--- src/rtl/flappy_pkg.sv ---
// Shared game-wide types and geometry constants for the flappy pipeline.
package flappy_pkg;
    localparam int X_W      = 11;
    localparam int Y_W      = 10;
    localparam int SCREEN_W = 640;
    localparam int SCREEN_H = 480;

    typedef enum logic [1:0] {
        GS_START  = 2'b00,
        GS_ACTIVE = 2'b01,
        GS_OVER   = 2'b10
    } game_state_t;
endpackage

--- src/rtl/pipe_scheduler_lfsr16.sv ---
// 16-bit Fibonacci LFSR (taps 16,14,13,11) used to randomise pipe gap height.
module lfsr16 (
    input  logic        Clk,
    input  logic        Reset,
    input  logic        en,
    output logic [15:0] q
);
    localparam logic [15:0] SEED = 16'hACE1;

    logic feedback;
    assign feedback = q[0] ^ q[2] ^ q[3] ^ q[5];

    always_ff @(posedge Clk) begin
        if (Reset) begin
            q <= SEED;
        end else if (en) begin
            q <= {feedback, q[15:1]};
        end
    end
endmodule

--- src/rtl/pipe_scheduler.sv ---
// Pipe slot pool: spawns on a frame cadence, scrolls left, retires off-screen
// and counts score as pipes pass the bird.
module pipe_scheduler
    import flappy_pkg::X_W, flappy_pkg::Y_W, flappy_pkg::GS_START, flappy_pkg::GS_ACTIVE;
#(
    parameter int NUM_PIPES    = 4,
    parameter int SPAWN_FRAMES = 90,
    parameter int SCROLL_SPEED = 2,
    parameter int SCREEN_W     = flappy_pkg::SCREEN_W,
    parameter int PIPE_W       = 52,
    parameter int GAP_MIN      = 100,
    parameter int BIRD_X       = 160
) (
    input  logic                     Clk,
    input  logic                     Reset,
    input  logic [1:0]               game_state,
    input  logic                     frame_tick,
    output logic [NUM_PIPES-1:0]     pipe_valid,
    output logic [X_W*NUM_PIPES-1:0] pipe_x_flat,
    output logic [Y_W*NUM_PIPES-1:0] pipe_gap_flat,
    output logic [7:0]               score,
    output logic                     score_pulse
);
    localparam int CNT_W = (SPAWN_FRAMES > 1) ? $clog2(SPAWN_FRAMES) : 1;
    localparam logic [CNT_W-1:0]      CNT_LAST = CNT_W'(SPAWN_FRAMES - 1);
    localparam logic signed [X_W-1:0] RETIRE_X = X_W'(-PIPE_W);
    // x + PIPE_W < BIRD_X rewritten as x < BIRD_X - PIPE_W so nothing can overflow.
    localparam logic signed [X_W-1:0] PASS_X   = X_W'(BIRD_X - PIPE_W);

    logic [15:0]          lfsr_q;
    logic                 start_page;
    logic                 active_tick;
    logic [CNT_W-1:0]     spawn_cnt_reg;
    logic                 spawn_due;
    logic [Y_W-1:0]       spawn_gap;
    logic [NUM_PIPES-1:0] free_slot;
    logic [NUM_PIPES-1:0] spawn_sel;
    logic [NUM_PIPES-1:0] qualify;
    logic [8:0]           pass_cnt;
    logic [8:0]           score_sum;
    logic [7:0]           score_next;
    logic [7:0]           score_reg;
    logic                 pulse_reg;
    logic                 unused_lfsr;

    assign start_page  = (game_state == GS_START);
    assign active_tick = (game_state == GS_ACTIVE) && frame_tick;

    lfsr16 u_lfsr (
        .Clk   (Clk),
        .Reset (Reset),
        .en    (frame_tick),
        .q     (lfsr_q)
    );

    assign spawn_gap   = Y_W'(GAP_MIN) + {3'b000, lfsr_q[6:0]};
    assign unused_lfsr = ^lfsr_q[15:7];

    assign spawn_due = (spawn_cnt_reg == CNT_LAST);

    // Preloaded to the last count so the first active tick spawns at once.
    always_ff @(posedge Clk) begin
        if (Reset || start_page) begin
            spawn_cnt_reg <= CNT_LAST;
        end else if (active_tick) begin
            spawn_cnt_reg <= spawn_due ? '0 : spawn_cnt_reg + CNT_W'(1);
        end
    end

    // Lowest-index free slot, isolated as a one-hot by x & -x.
    assign spawn_sel = free_slot & (~free_slot + NUM_PIPES'(1));

    for (genvar gi = 0; gi < NUM_PIPES; gi++) begin : g_slot
        logic signed [X_W-1:0] x_reg;
        logic signed [X_W-1:0] x_scrolled;
        logic [Y_W-1:0]        gap_reg;
        logic                  valid_reg;
        logic                  scored_reg;
        logic                  retire;

        assign x_scrolled    = x_reg - X_W'(SCROLL_SPEED);
        assign retire        = valid_reg && (x_scrolled <= RETIRE_X);
        assign qualify[gi]   = valid_reg && !scored_reg && (x_scrolled < PASS_X);
        assign free_slot[gi] = !valid_reg || retire;

        always_ff @(posedge Clk) begin
            if (Reset || start_page) begin
                valid_reg  <= 1'b0;
                scored_reg <= 1'b0;
                x_reg      <= '0;
                gap_reg    <= '0;
            end else if (active_tick) begin
                if (spawn_due && spawn_sel[gi]) begin
                    valid_reg  <= 1'b1;
                    scored_reg <= 1'b0;
                    x_reg      <= X_W'(SCREEN_W);
                    gap_reg    <= spawn_gap;
                end else if (valid_reg) begin
                    valid_reg  <= !retire;
                    scored_reg <= !retire && (scored_reg || qualify[gi]);
                    x_reg      <= x_scrolled;
                end
            end
        end

        assign pipe_valid[gi]               = valid_reg;
        assign pipe_x_flat[X_W*gi +: X_W]   = x_reg;
        assign pipe_gap_flat[Y_W*gi +: Y_W] = gap_reg;
    end

    always_comb begin
        pass_cnt = '0;
        for (int i = 0; i < NUM_PIPES; i++) begin
            pass_cnt = pass_cnt + 9'(qualify[i]);
        end
    end

    assign score_sum  = {1'b0, score_reg} + pass_cnt;
    assign score_next = score_sum[8] ? 8'hFF : score_sum[7:0];

    always_ff @(posedge Clk) begin
        if (Reset || start_page) begin
            score_reg <= '0;
            pulse_reg <= 1'b0;
        end else if (active_tick) begin
            score_reg <= score_next;
            pulse_reg <= (score_next != score_reg);
        end else begin
            pulse_reg <= 1'b0;
        end
    end

    assign score       = score_reg;
    assign score_pulse = pulse_reg;
endmodule

--- config.mk ---
export PLATFORM = sky130hd
export DESIGN_NAME = pipe_scheduler
export DESIGN_NICKNAME = d
export VERILOG_FILES = /design/src/rtl/flappy_pkg.sv /design/src/rtl/pipe_scheduler_lfsr16.sv /design/src/rtl/pipe_scheduler.sv
export SDC_FILE = /design/constraint.sdc
export NUM_CORES = 1
export LEC_CHECK = 0
export ABC_AREA = 1
export ABC_CLOCK_PERIOD_IN_PS = 4300
export CAP_MARGIN = 5
export CORE_MARGIN = 10
export CORE_UTILIZATION = 53
export CTS_CLUSTER_DIAMETER = 120
export DETAILED_ROUTE_END_ITERATION = 16
export PLACE_DENSITY = 0.83
export SYNTH_ARGS = -nofsm -noshare
export SYNTH_HDL_FRONTEND = slang
export SYNTH_SLANG_ARGS = --single-unit
--- constraint.sdc ---
create_clock -name Clk -period 4.3 [get_ports Clk]
set_input_delay 0.43 -clock Clk [delete_from_list [all_inputs] [get_ports Clk]]
set_output_delay 0.43 -clock Clk [all_outputs]
set_load 0.1 [all_outputs]
==> results.cfg, run 1 <==
[outcome]
status = complete, no violations

[yosys]
synthFlopType = dfxtp_1
ys_ff_latch = 112
synth.yosys.warnings = 0
synth_cell_types = 41
synth_edf_count = 0
synthCells = 859
yosysTopAreaCellShare_pct = 38.0
syn_area_um2 = 5900
async_flop_share_pct = 0
synth_area_per_cell_um2 = 6.87
ys_seq_area_share_pct = 38.0
synthTopCellsByArea = dfxtp_1 (38%), nand2_1 (12%), inv_1 (7.6%)
yosysTopAreaCell = dfxtp_1

[sta]
hold_violations = 0
fmax_ghz = 0.244
fin_setup_tns_ns = 0
finalSetupViolations = 0
post-route-period-util_pct = 95.1
slew-limit-headroom_pct = 30.3
rsz0062_at_grt = false
tightest_slew_ns = 1.04
finClkSkew_ns = 0.0125
hold_slack_ns = 0.449
period_needed_ns = 4.09
finalMaxSlewViolations = 0

[finish]
n_fill_cell = 1003
syn_to_final_growth_pct = 18.9
largest_register_ffs = 40
fin_nets = 954
final_cells = 1083
final_cell_mix = nand2_1 (184), inv_1 (118), dfxtp_1 (106)
antennaDiodeCount = 0
final_common_cell = nand2_1
drive_gt1_share_pct = 6.04

[pwr]
p_total_mw = 1.96
internal_power_mw = 1.35
sw_frac_of_total_pct = 31.5
seq_power_share_pct = 55.0
p_leak_nw = 3.03
peakVddDrop_mv = 0.319
pwr-share-comb_pct = 14.8
p_clk_share_pct = 30.2
power-per-cell-area_nw_per_um2 = 280
switchingPower_uw = 618

[hold_path]
hold_class = reg2reg
hold_path_end = g_slot[2].gap_reg[5]
hold_start = g_slot[2].gap_reg[5]
holdPathStages = 2

[die]
rows = 38
die_x_um = 126
fp.coreArea_um2 = 10900
dieArea_um2 = 15800
die_h_um = 126
start_util_pct = 54.2
io_pins = 102

[placed_design]
dpl.cell_count = 1067
hpwl_um = 10800
portBuffers = 89
gp_congestion = 0.897

[worst_setup_path]
max_stage_delay_ns = 0.53
critPathLaunchType = flip-flop
r2r_start = g_slot[0].x_reg[1]
cpMaxStageDelayCell = fa_1
worstSetupEndpointType = flip-flop
path_class = reg2reg
cp.arrival_ns = 4.36
crit_path_start = g_slot[0].x_reg[1]
r2r_cells = 19
cp_max_fo = 6
crit_required_ns = 4.57
r2r_slack_ns = 0.21
reg2reg_to = score_pulse
crit_chain = clkinv_1 > ha_1 > or2_2 > and2_1 > nand2_1 > nand2_1 > nand3_1 > a21o_1 > nand3_1 > fa_1 > inv_1 > fa_1 > fa_1 > nand3_1 > nor3_1 > or2_2 > xor2_1 > a221oi_1 > nor3_1

[global_routing]
grt_pass1_wl_um = 24900
track_usage_pct = 18.4
grt.overflow.total = 0
use_met2_pct = 29.6
use_met1_pct = 22.0
gr-usage-met3_pct = 8.45
grt_pass1_vias = 5212
grt.busiest_layer = met2
antenna_found_initial = 0
grt_max_degree = 49

[cts]
clk_latency_ns = 0.39
clock_sinks = 112
holdBufCountCts = 0
cts_tree = yes
ctsHtreeMaxLevel = 3
root_buffer = clkbuf_8
numCtsBuffers = 9
clk_pin_slew_ns = 0.10
clockBufferDepth = 2

[detailed_routing]
drtPass1Iterations = 5
drc = 0
wl_per_cell_um = 13.8
drtIter0Drc = 414
via_per_inst = 5.21
drtAntennaViolNets = 0
vias = 5638
routed_wl_um = 15000

[run]
maxCapViolations = 0
## per-stage QoR
stage | instance area [µm²] | util (%) | setup WS [ns]
after floorplan | 5950 | - | 0.00373
after global placement | 6840 | 62.8 | 0.316
after detailed placement | 6840 | 62.8 | 0.172
after CTS | 7010 | 64.4 | 0.164
after global routing | 7010 | 64.4 | 0.0146
final | 7010 | 64.4 | 0.209
## synthesized netlist by cell type (3+ instances only)
cell and number:
nand2_1 184, inv_1 119, dfxtp_1 112, nor2_1 86, nand3_1 82, a21oi_1 77, o21ai_0 50, buf_4 17
clkbuf_1 17, nand4_1 16, xor2_1 14, ha_1 8, nor3_1 8, buf_6 5, nand3b_1 5, nor2_2 5
or2_2 4, xnor2_1 4, a211oi_1 3, a31oi_1 3, and2_1 3, fa_1 3, inv_2 3, nand2_2 3
nand3_4 3, o211ai_2 3, o21bai_1 3
## cell type report
cell class                      count  area [µm²]  area share (%)
Multi-Input combinational cell    593        2990            42.6
Sequential cell                   112        2250            32.1
Timing Repair Buffer               98         958            13.7
Inverter                          124         465            6.64
Tap cell                          140         175            2.50
Clock buffer                       11         131            1.87
Clock inverter                      5        40.0           0.571
## layer usage
layer	vias up	part of all wire, %
met1	2591	43
met4	0	1.1
li1	2887	-
met2	147	47
met3	13	9.0
met5	-	0
## kinds of logic (layout without fill, tap and decap cells)
family	after synthesis	after routing	synth area share (%)
compound gates	148	148	13.7
xor+xnor	19	19	2.95
fa+ha+maj	11	11	2.71
buf+inv	165	238	12.3
flops	112	112	38.0
other cells	1	12	0.0636
simple gates	403	403	30.3
## power groups by stage
stage / Combinational (mW) / Sequential (mW) / Clock [mW]
after detailed placement: 0.289 / 1.10 / 0
after floorplan: 0.190 / 1.15 / 0
after global routing: 0.317 / 1.08 / 0.643
final: 0.291 / 1.08 / 0.593
after global placement: 0.287 / 1.10 / 0
after CTS: 0.291 / 1.08 / 0.608
## worst max-delay path: cells and delay by family (launching register included)
family,cells,cell delay (ns)
adder cells (fa/ha/maj),4,1.68
AND/OR/NAND/NOR,10,1.31
flip-flops,1,0.36
AO/OA/AOI/OAI,2,0.35
XOR/XNOR,1,0.15
buffers and inverters,2,0.14
## how the worst max path moves through the flow
stage,to,depth (start not counted)
2_1_floorplan,score_pulse,21
3_3_place_gp,score_pulse,20
3_5_place_dp,score_pulse,20
4_1_cts,score_pulse,20
5_1_grt,score_pulse,19
6_report,score_pulse,19
## what timing repair did
action | CTS | global route
resized for setup | 0 | 2
setup buffers | 0 | 0
setup endpoints to repair | 0 | 1
Note: power is estimated with default switching activity, not from simulation.
==> inputs of run 2 (changes only) <==
--- a/config.mk
+++ b/config.mk
@@ -9,10 +9,11 @@
 export ABC_CLOCK_PERIOD_IN_PS = 4300
 export CAP_MARGIN = 5
 export CORE_MARGIN = 10
-export CORE_UTILIZATION = 53
+export CORE_UTILIZATION = 55
+export CTS_BUF_LIST = sky130_fd_sc_hd__clkbuf_4
 export CTS_CLUSTER_DIAMETER = 120
 export DETAILED_ROUTE_END_ITERATION = 16
-export PLACE_DENSITY = 0.83
+export PLACE_DENSITY = 0.86
 export SYNTH_ARGS = -nofsm -noshare
 export SYNTH_HDL_FRONTEND = slang
 export SYNTH_SLANG_ARGS = --single-unit
==> run 2 against run 1 <==
  * Core utilization rose by 3.2 points
  * Final area barely moved
  * Total power fell by 2.4%
  * Fmax rose by 3.3%
  * Largest cell class unchanged
==> results.cfg, run 2 (same netlist as run 1, synthesis figures left out) <==
[outcome]
status = complete, no violations

[pwr]
pwr-share-comb_pct = 15.3
sw_frac_of_total_pct = 33.5
seq_power_share_pct = 56.4
p_leak_nw = 3.02
peakVddDrop_mv = 0.212
internal_power_mw = 1.27
power-per-cell-area_nw_per_um2 = 273
switchingPower_uw = 642
p_clk_share_pct = 28.3

[worst_setup_path]
cpMaxStageDelayCell = fa_1
path_class = reg2reg
max_stage_delay_ns = 0.53
crit_required_ns = 4.67
critPathLaunchType = flip-flop
critPathMostFrequentCell = nand3_1
crit_buf_inv = 2
crit_chain = clkinv_1 > ha_2 > or2_2 > and2_1 > nand2_1 > nand2_1 > nand3_1 > a21o_1 > nand3_1 > fa_1 > inv_1 > fa_1 > fa_2 > nand3_1 > nor3_1 > or2_2 > xor2_1 > a221oi_1 > nor3_1
cp.arrival_ns = 4.33
cp_max_fo = 6
path_delay_family = adder cells
worstSetupEndpointType = flip-flop

[die]
dieArea_um2 = 15300
die_h_um = 124
io_pins = 102
start_util_pct = 56.9
fp.coreArea_um2 = 10400
rows = 37
die_x_um = 124

[detailed_routing]
drtIter0Drc = 496
drtAntennaViolNets = 0
vias = 5612
drtPass1Iterations = 7
via_per_inst = 5.21
wl_per_cell_um = 13.7
routed_wl_um = 14800
drc = 0

[cts]
ctsHtreeMaxLevel = 3
holdBufCountCts = 0
post_cts_buffers = 0
clockBufferDepth = 2
cts_tree = yes
clk_pin_slew_ns = 0.19
root_buffer = clkbuf_4
clock_sinks = 112
numCtsBuffers = 9
clk_latency_ns = 0.49

[finish]
final_cell_mix = nand2_1 (184), inv_1 (119), dfxtp_1 (106)
final_cells = 1078
final_common_cell = nand2_1
drive_gt1_share_pct = 6.48
fin_nets = 953
n_fill_cell = 899
largest_register_ffs = 40
post-route-util_pct = 67.6
syn_to_final_growth_pct = 18.9
antennaDiodeCount = 0

[sta]
fmax_ghz = 0.253
post-route-period-util_pct = 92.1
tightest_slew_ns = 1.03
finalSetupViolations = 0
hold_violations = 0
finalMaxSlewViolations = 0
finClkSkew_ns = 0.0215
fin_setup_tns_ns = 0
slew-limit-headroom_pct = 31.0
period_needed_ns = 3.96
rsz0062_at_grt = false

[global_routing]
antenna_found_initial = 0
grt_pass1_vias = 5211
grt_max_degree = 49
grt.overflow.total = 0
grt_pass1_wl_um = 24500
track_usage_pct = 19.3

[hold_path]
hold_class = reg2reg

[placed_design]
hpwl_um = 10700
gp_congestion = 0.899
dpl.cell_count = 1062
portBuffers = 89

[run]
maxCapViolations = 0
==> run 2: path summary, 6_finish.rpt <==
path                                        endpoint  depth (start not counted)  slack [ns]            startpoint
worst max-delay path                     score_pulse                         19        0.34    g_slot[0].x_reg[1]
worst max register to register           score_pulse                         19        0.34    g_slot[0].x_reg[1]
worst min-delay path            g_slot[2].gap_reg[0]                          2        0.46  g_slot[2].gap_reg[0]
worst min register to register  g_slot[2].gap_reg[0]                          2        0.46  g_slot[2].gap_reg[0]
==> run 2: what timing repair did <==
item,in CTS,in global routing
hold endpoints to repair,0,0
endpoints found under the setup margin,0,1
gates resized for setup,0,7
==> run 2: layer usage <==
layer,GRT usage [%],wire (µm),vias up
li1,-,-,2895
met1,23.6,6400,2562
met2,32.2,6960,144
met3,6.56,1300,11
met4,4.37,131,0
met5,0,0,-
==> run 2: layout make-up <==
type | instances | area [µm²] | share of cell area (%)
clock buffer | 9 | 67.6 | 0.963
clock inverter | 7 | 87.6 | 1.25
inverter | 124 | 465 | 6.64
multi-input combinational | 593 | 3020 | 43.1
sequential | 112 | 2250 | 32.1
tap | 136 | 170 | 2.43
timing repair buffer | 97 | 951 | 13.6
==> run 2: worst reg2reg max path, stage by stage, from the launching register on <==
cell and delay [ns]:
dfxtp_4 0.38, clkinv_1 0.07, ha_2 0.22, or2_2 0.28, and2_1 0.15, nand2_1 0.06, nand2_1 0.05, nand3_1 0.06
a21o_1 0.13, nand3_1 0.09, fa_1 0.53, inv_1 0.06, fa_1 0.45, fa_2 0.37, nand3_1 0.13, nor3_1 0.08
or2_2 0.29, xor2_1 0.15, a221oi_1 0.24, nor3_1 0.07
==> run 2: stage by stage <==
step	hold WS (ns)	instance area, µm²	setup slack [ns]	power [mW]
after floorplan	0.429	5950	0.00373	1.34
after global placement	0.430	6830	0.300	1.39
after detailed placement	0.437	6830	0.188	1.39
after CTS	0.465	6980	0.175	1.93
after global routing	0.474	7010	0.0696	2.00
final	0.462	7010	0.340	1.92
==> run 2: power groups by stage <==
stage | Combinational [mW] | Clock [mW] | Sequential [mW]
6_report | 0.292 | 0.542 | 1.08
5_1_grt | 0.320 | 0.597 | 1.09
4_1_cts | 0.289 | 0.559 | 1.08
3_5_place_dp | 0.287 | 0 | 1.10
3_3_place_gp | 0.285 | 0 | 1.10
2_1_floorplan | 0.190 | 0 | 1.15
